File: src/rtl/uart_word_rx.sv
// UART 8N1 receiver that assembles little-endian 32-bit words (or single bytes), holding each result until the next start bit.
// Latency: stop-bit sample to data_end/frame_err is one cycle; no backpressure, the consumer must sample data_out before the next word completes.
module uart_word_rx #(
    parameter int unsigned CLKS_PER_BIT = 868,
    parameter int unsigned TIMEOUT_BITS = 32
) (
    input  logic        clk,
    input  logic        reset,
    input  logic        rx,
    input  logic        one_byte,
    output logic [31:0] data_out,
    output logic        data_end,
    output logic        frame_err
);
    localparam int unsigned CW       = $clog2(CLKS_PER_BIT);
    localparam int unsigned TO_LIMIT = TIMEOUT_BITS * CLKS_PER_BIT;
    localparam int unsigned TW       = $clog2(TO_LIMIT + 1);

    localparam logic [CW-1:0] BIT_LAST = CW'(CLKS_PER_BIT - 1);
    localparam logic [CW-1:0] HALF_BIT = CW'((CLKS_PER_BIT - 1) / 2);
    localparam logic [TW-1:0] TO_LAST  = TW'(TO_LIMIT - 1);

    typedef enum logic [1:0] {
        S_IDLE,
        S_START,
        S_DATA,
        S_STOP
    } state_t;

    state_t        state_q, state_d;
    logic          rx_meta_q, rxs_q;
    logic [CW-1:0] clk_cnt_q, clk_cnt_d;
    logic [2:0]    bit_idx_q, bit_idx_d;
    logic [1:0]    byte_idx_q, byte_idx_d;
    logic [7:0]    shift_q, shift_d;
    logic [31:0]   word_q, word_d;
    logic          mode_q, mode_d;
    logic [TW-1:0] to_cnt_q, to_cnt_d;
    logic [31:0]   data_out_q, data_out_d;
    logic          data_end_q, data_end_d;
    logic          frame_err_q, frame_err_d;

    // Idle-high reset values keep a reset from looking like a start bit.
    always_ff @(posedge clk) begin
        if (reset) begin
            rx_meta_q <= 1'b1;
            rxs_q     <= 1'b1;
        end else begin
            rx_meta_q <= rx;
            rxs_q     <= rx_meta_q;
        end
    end

    always_ff @(posedge clk) begin
        if (reset) begin
            state_q     <= S_IDLE;
            clk_cnt_q   <= '0;
            bit_idx_q   <= '0;
            byte_idx_q  <= '0;
            shift_q     <= '0;
            word_q      <= '0;
            mode_q      <= 1'b0;
            to_cnt_q    <= '0;
            data_out_q  <= '0;
            data_end_q  <= 1'b0;
            frame_err_q <= 1'b0;
        end else begin
            state_q     <= state_d;
            clk_cnt_q   <= clk_cnt_d;
            bit_idx_q   <= bit_idx_d;
            byte_idx_q  <= byte_idx_d;
            shift_q     <= shift_d;
            word_q      <= word_d;
            mode_q      <= mode_d;
            to_cnt_q    <= to_cnt_d;
            data_out_q  <= data_out_d;
            data_end_q  <= data_end_d;
            frame_err_q <= frame_err_d;
        end
    end

    always_comb begin
        state_d     = state_q;
        clk_cnt_d   = clk_cnt_q;
        bit_idx_d   = bit_idx_q;
        byte_idx_d  = byte_idx_q;
        shift_d     = shift_q;
        word_d      = word_q;
        mode_d      = mode_q;
        to_cnt_d    = to_cnt_q;
        data_out_d  = data_out_q;
        data_end_d  = data_end_q;
        frame_err_d = 1'b0;

        case (state_q)
            S_IDLE: begin
                if (!rxs_q) begin
                    state_d    = S_START;
                    clk_cnt_d  = '0;
                    data_end_d = 1'b0;
                    to_cnt_d   = '0;
                    // Word format is fixed by the mode seen at its first byte.
                    if (byte_idx_q == 2'd0) begin
                        mode_d = one_byte;
                    end
                end else if (byte_idx_q != 2'd0) begin
                    if (to_cnt_q == TO_LAST) begin
                        byte_idx_d = '0;
                        word_d     = '0;
                        to_cnt_d   = '0;
                    end else begin
                        to_cnt_d = to_cnt_q + 1'b1;
                    end
                end else begin
                    to_cnt_d = '0;
                end
            end

            S_START: begin
                if (clk_cnt_q == HALF_BIT) begin
                    clk_cnt_d = '0;
                    bit_idx_d = '0;
                    state_d   = rxs_q ? S_IDLE : S_DATA;
                end else begin
                    clk_cnt_d = clk_cnt_q + 1'b1;
                end
            end

            S_DATA: begin
                if (clk_cnt_q == BIT_LAST) begin
                    clk_cnt_d          = '0;
                    shift_d[bit_idx_q] = rxs_q;
                    bit_idx_d          = bit_idx_q + 3'd1;
                    if (bit_idx_q == 3'd7) begin
                        state_d = S_STOP;
                    end
                end else begin
                    clk_cnt_d = clk_cnt_q + 1'b1;
                end
            end

            S_STOP: begin
                if (clk_cnt_q == BIT_LAST) begin
                    clk_cnt_d = '0;
                    state_d   = S_IDLE;
                    if (rxs_q) begin
                        if (mode_q || byte_idx_q == 2'd3) begin
                            data_out_d = mode_q ? {24'h0, shift_q} : {shift_q, word_q[23:0]};
                            data_end_d = 1'b1;
                            byte_idx_d = '0;
                            word_d     = '0;
                        end else begin
                            word_d[{byte_idx_q, 3'b000} +: 8] = shift_q;
                            byte_idx_d = byte_idx_q + 2'd1;
                        end
                    end else begin
                        frame_err_d = 1'b1;
                        byte_idx_d  = '0;
                        word_d      = '0;
                    end
                end else begin
                    clk_cnt_d = clk_cnt_q + 1'b1;
                end
            end

            default: begin
                state_d = S_IDLE;
            end
        endcase
    end

    assign data_out  = data_out_q;
    assign data_end  = data_end_q;
    assign frame_err = frame_err_q;

endmodule

File: config.mk
export PLATFORM = sky130hd
export DESIGN_NAME = uart_word_rx
export DESIGN_NICKNAME = d
export VERILOG_FILES = /design/src/rtl/uart_word_rx.sv
export SDC_FILE = /design/constraint.sdc
export NUM_CORES = 1
export LEC_CHECK = 0
export ABC_CLOCK_PERIOD_IN_PS = 4150
export CAP_MARGIN = 20
export CORE_MARGIN = 1
export CORE_UTILIZATION = 40
export DETAILED_ROUTE_END_ITERATION = 6
export PLACE_DENSITY = 0.6
export SYNTH_ARGS = -nofsm -noshare
export SYNTH_HDL_FRONTEND = slang
export SYNTH_SLANG_ARGS = --single-unit
File: constraint.sdc
create_clock -name clk -period 4.15 [get_ports clk]
set_input_delay 0.83 -clock clk [delete_from_list [all_inputs] [get_ports clk]]
set_output_delay 0.83 -clock clk [all_outputs]
set_load 0.01 [all_outputs]
### Yosys cells after proc, flatten, opt, wreduce, memory -nomap -nowiden

Index checks and enable logic that the tools add are counted.

| storage, ports and cells | value |
|---|---|
| register bits after elaboration | 109 |
| bits in latches | 0 |
| memory bits (writable) | 0 |
| memory bits (read-only) | 0 |
| bits of input ports | 4 |
| output and inout port bits | 34 |
| logic and storage cells | 101 |
| memories kept | 0 |

| cells by class | value |
|---|---|
| add/subtract/negate cells | 5 |
| multiply operators | 0 |
| div/mod/pow operators | 0 |
| order comparisons | 2 |
| eq/ne operators | 18 |
| shift-type cells | 2 |
| multiplexer cells | 42 |
| bitwise gates (word level) | 3 |
| reductions and logical operators | 16 |

Operator list:

| cell | count |
|---|---|
| 32-bit 2-to-1 mux | 7 |
| 32-bit one-hot mux with 2 select lines | 1 |
| 15-bit 2-to-1 mux | 3 |
| 32-bit bitwise mux | 1 |
| 8-bit by 7-bit variable shift with 32-bit output (first input constant) | 1 |
| 8-bit by 7-bit indexed part select with 32-bit output | 1 |
| 10-bit 2-to-1 mux | 3 |
| 10-bit one-hot mux with 3 select lines | 1 |
| 2-bit 2-to-1 mux | 12 |
| 2-bit inequality test (second input constant) | 10 |
| 15-bit by 1-bit adder with 15-bit output (second input constant) | 1 |
| 15-bit == test (second input constant) | 1 |
| 5-bit AND reduction | 3 |
| 10-bit by 1-bit adder with 10-bit output (second input constant) | 1 |
| 10-bit == test (second input constant) | 1 |
| 10-bit by 9-bit == test with 1-bit output (second input constant) | 1 |
| 8-bit bitwise mux | 1 |
| 2-bit one-hot mux with 4 select lines | 1 |
| 5-bit negator with 7-bit output | 1 |
| 2-bit == test (second input constant) | 3 |
| 1-bit 2-to-1 mux | 6 |
| 3-bit 2-to-1 mux | 2 |
| 3-bit one-hot mux with 2 select lines | 1 |
| 3-bit AND reduction | 2 |
| 18 further kinds | 23 |

### Longest topological paths before layout

| logic depth | value |
|---|---|
| word-level depth | 7 |
| depth in mapped cells | 9 |
| depth with buffers taken out | 7 |

### Worst setup path before layout

OpenSTA, ideal clock, no wires.

| path | value |
|---|---|
| path type | register to register |
| start point | reg clk_cnt_q[0] |
| end point | reg data_out_q[29], in the netlist data_out[29] |
| setup time | 0.134 ns |
| arrival time | 2.043 ns |
| required time | 4.016 ns |
| setup slack | 1.973 ns |
| stages on the path, launching flop included | 9 |
| buffers on the path | 2 |
| clock period less this slack | 2.177 ns |
| cell sequence | dfxtp_1 -> ha_1 -> nand4b_1 -> or3_4 -> or3_1 -> buf_6 -> buf_6 -> nand2_1 -> a21oi_1 |

| between the ends | value |
|---|---|
| longest elaborated chain between the ends | 2 |

Ends and longest elaborated chain:

| item | line | RTL |
|---|---|---|
| start: declaration | 32 | `logic [CW-1:0] clk_cnt_q, clk_cnt_d;` |
| start signal: assignment | 69 | `clk_cnt_q <= clk_cnt_d;` |
| 10-bit == test | 143 | `if (clk_cnt_q == BIT_LAST) begin` |
| 4-bit AND reduction (no source line) | n/a |  |
| end signal: assignment | 76 | `data_out_q <= data_out_d;` |
| end: declaration | 39 | `logic [31:0] data_out_q, data_out_d;` |

No other way between the ends.
A chain may end at the register's enable or synchronous reset.

### Worst setup path after layout

| path | value |
|---|---|
| start point | reg rxs_q |
| end point | reg to_cnt_q[5] |

| between the ends | value |
|---|---|
| longest elaborated chain between the ends | 1 |

Ends and longest elaborated chain:

| item | line | RTL |
|---|---|---|
| start: declaration | 31 | `logic rx_meta_q, rxs_q;` |
| start signal: assignment | 50 | `rxs_q <= rx_meta_q;` |
| 15-bit 2-to-1 mux | 97 | `if (!rxs_q) begin` |
| end signal: assignment | 75 | `to_cnt_q <= to_cnt_d;` |
| end: declaration | 38 | `logic [TW-1:0] to_cnt_q, to_cnt_d;` |

No other way between the ends.

==> flow_metrics.py <==
metrics = {
    "run_status": {
        "outcome": "complete, no violations",
    },
    "worst_setup_path": {
        "r2r.worst_path.cells": 5,
        "worstReg2RegEnd": "to_cnt_q[5]",
        "critical_path.max_fanout": 18,
        "reg2reg_from": "rxs_q",
        "cp-end-kind": "flip-flop",
        "reg2reg_slack_ns": 1.30,
        "cp.required_ns": 4.42,
        "worstSetupPathType": "flip-flop to flip-flop",
        "worstPathArrival_ns": 3.12,
        "crit_path_start_kind": "flip-flop",
    },
    "placed_design": {
        "numPlacedInstances": 694,
        "dpl_cell_area_um2": 5100,
        "gp_congestion": 0.809,
        "place_hpwl_um": 7120,
        "port_buffers": 37,
    },
    "timing": {
        "min_period_ns": 2.85,
        "tightest_slew_ns": 1.03,
        "fin_crit_sh": 0.686,
        "setup_tns_ns": 0,
        "rsz0062_at_grt": "no",
        "fmax_mhz": 351,
        "hold_ws_ns": 0.421,
        "setup_violations": 0,
        "relSlewSlack": 0.309,
        "hold_viol": 0,
        "slew_violations": 0,
        "skew_ns": 0.00762,
    },
    "logic_synthesis": {
        "yosysWarnings": 0,
        "synthArstFlopShare": 0,
        "ys_seq_elements": 101,
        "synth-compound-area-share": 0.142,
        "synth.distinct_cells": 49,
        "syn_area_per_cell_um2": 8.63,
        "synth_area_um2": 4700,
        "postSynthCellCount": 545,
        "syn_nets": 559,
        "yosysTopAreaCell": "dfxtp_1",
        "synth_top_family_by_area": "simple AND/OR/NAND/NOR gates",
        "yosys-top-cells-area": "dfxtp_1 (43%), nand3b_1 (7.3%), nand2_1 (6.5%)",
        "muxShareOfSynthArea": 0.0596,
        "synth_fa_ha_area_frac": 0.0266,
        "synth-simple-area-share": 0.295,
        "synth_top_area_frac": 0.430,
        "synth_edf_count": 0,
        "synth_xor_area_frac": 0.00373,
        "synth_ff_type": "dfxtp_1",
        "seq_area_frac_synth": 0.430,
    },
    "clock_tree": {
        "post_cts_buffers": 0,
        "cts.sinks": 101,
        "cts_root_buffer": "clkbuf_16",
        "cts_resized": 0,
        "cts.htree.levels": 3,
        "cts_tree": "built",
        "max-clock-path-buffers": 2,
        "clkTransAtPathRegs_ns": 0.07,
        "cts-buffers-inserted": 9,
        "cts_hold_buf": 0,
        "clk_latency_ns": 0.35,
    },
    "finish": {
        "n_fill_cell": 1111,
        "mostFrequentLayoutCells": "dfxtp_1 (101), nand2_1 (81), nand3b_1 (46)",
        "final_area_um2": 5460,
        "layout.nets": 580,
        "area_growth_pct": 16.2,
        "drive_above_1_share": 0.0649,
        "layoutNonFillerInstCount": 713,
        "fin_util": 0.479,
        "diodes": 0,
        "layout_commonest_cell": "dfxtp_1",
    },
    "worst_hold_path": {
        "hold_path_class": "flip-flop to flip-flop",
        "min_path_cells": 1,
        "hold_start": "rx_meta_q",
        "hold_end": "rxs_q",
    },
    "power_and_ir_drop": {
        "intPower_uw": 1520,
        "swShare": 0.213,
        "p_leak_uw": 0.00176,
        "p_seq_frac": 0.506,
        "clockPowerShare": 0.471,
        "combPwrFrac": 0.023,
        "ir_drop_uv": 292,
        "power_density_nw_per_um2": 353,
        "switchingPower_uw": 411,
    },
    "die": {
        "rows": 39,
        "die_y_um": 110,
        "ios": 38,
        "dieWidth_um": 110,
        "dieArea_um2": 12200,
        "core_um2": 11400,
        "start_util": 0.412,
    },
    "global_routing": {
        "antenna_found_initial": 0,
        "grt_pass1_wl_um": 17600,
        "grt_pass1_vias": 3564,
        "grt_overflow": 0,
        "track_usage": 0.177,
        "grt_max_degree": 54,
    },
    "routing": {
        "routedWlPerCell_um": 14.7,
        "drt-vias-per-instance": 5.47,
        "ant_nets": 0,
        "drt_wl_total_um": 10500,
        "vias": 3900,
        "initialDrtViolationCount": 253,
        "dr.pass1.iters": 4,
        "drc": 0,
    },
    "job": {
        "maxCapViolCount": 0,
    },
}
state kept, by name, summed over array words and instances (netlist names), 2 cells and up, named ones only:
name        flops
to_cnt_q       15
shift_q         8
word_q         24
byte_idx_q      2
bit_idx_q       3
data_out       32
clk_cnt_q      10
metal layers:
| metal | up-vias | routed length, µm | track usage |
|---|---|---|---|
| li1 | 1991 | - | - |
| met1 | 1836 | 4960 | 0.222 |
| met2 | 63 | 5010 | 0.297 |
| met3 | 10 | 358 | 0.0428 |
| met4 | 0 | 160 | 0.0560 |
| met5 | - | 0 | 0 |
cell type report:
type                            instances  area, µm²  area share
Timing Repair Buffer                   44        430      0.0788
Inverter                                8       30.0     0.00550
Multi-Input combinational cell        402       2480       0.455
Sequential cell                       101       2020       0.370
Clock buffer                            9        225      0.0412
Clock inverter                          6       93.8      0.0172
Tap cell                              143        179      0.0327
worst max-delay path: stages (launching register included):
cell      delay [ns]
dfxtp_1         0.61
nor3b_2         0.65
nand2b_1        0.20
a211oi_2        0.89
o21ai_0         0.21
a31oi_1         0.22
power groups by stage:
stage | clock network (µW) | registers, µW | logic, µW
after floorplan | 0 | 995 | 36.2
after global placement | 0 | 1000 | 41.2
final | 909 | 977 | 45.3
after global routing | 978 | 977 | 49.4
after CTS | 934 | 978 | 42.2
after detailed placement | 0 | 1000 | 42.1
cell usage after synthesis (3+ instances only):
master / n
dfxtp_1: 101
nand2_1: 81
nand3b_1: 46
a21oi_1: 42
nor2_1: 41
mux2i_1: 28
o21ai_0: 24
clkbuf_1: 22
nand2b_1: 17
nand3_1: 17
a31oi_1: 16
ha_1: 10
a211oi_1: 9
inv_1: 8
nor4_1: 8
buf_2: 6
nand4b_1: 6
nor3_1: 6
nand4_1: 5
buf_6: 4
or2_2: 4
a22o_1: 3
a311oi_1: 3
and3_1: 3
worst max-delay path by stage:
stage	start	end
2_1_floorplan	clk_cnt_q[0]	data_out[29]
3_3_place_gp	rxs_q	to_cnt_q[5]
5_1_grt	rxs_q	to_cnt_q[5]
3_5_place_dp	rxs_q	to_cnt_q[5]
6_report	rxs_q	to_cnt_q[5]
4_1_cts	rxs_q	to_cnt_q[5]
kinds of logic after synthesis:
| group | count (synthesis) |
|---|---|
| DFF | 101 |
| and+or+nand+nor | 251 |
| xor gates and xnor gates | 2 |
| muxes | 28 |
| AOI/OAI and AO/OA | 111 |
| buffers and inverters | 42 |
| adders and majority gates | 10 |
per-stage QoR:
stage / setup slack [ns] / total power [µW]
global placement: 1.41 / 1040
CTS: 1.25 / 1950
global route: 1.03 / 2000
finish: 1.30 / 1930
detailed placement: 1.27 / 1040
floorplan: 1.97 / 1030
(Power assumes the default switching activity.)
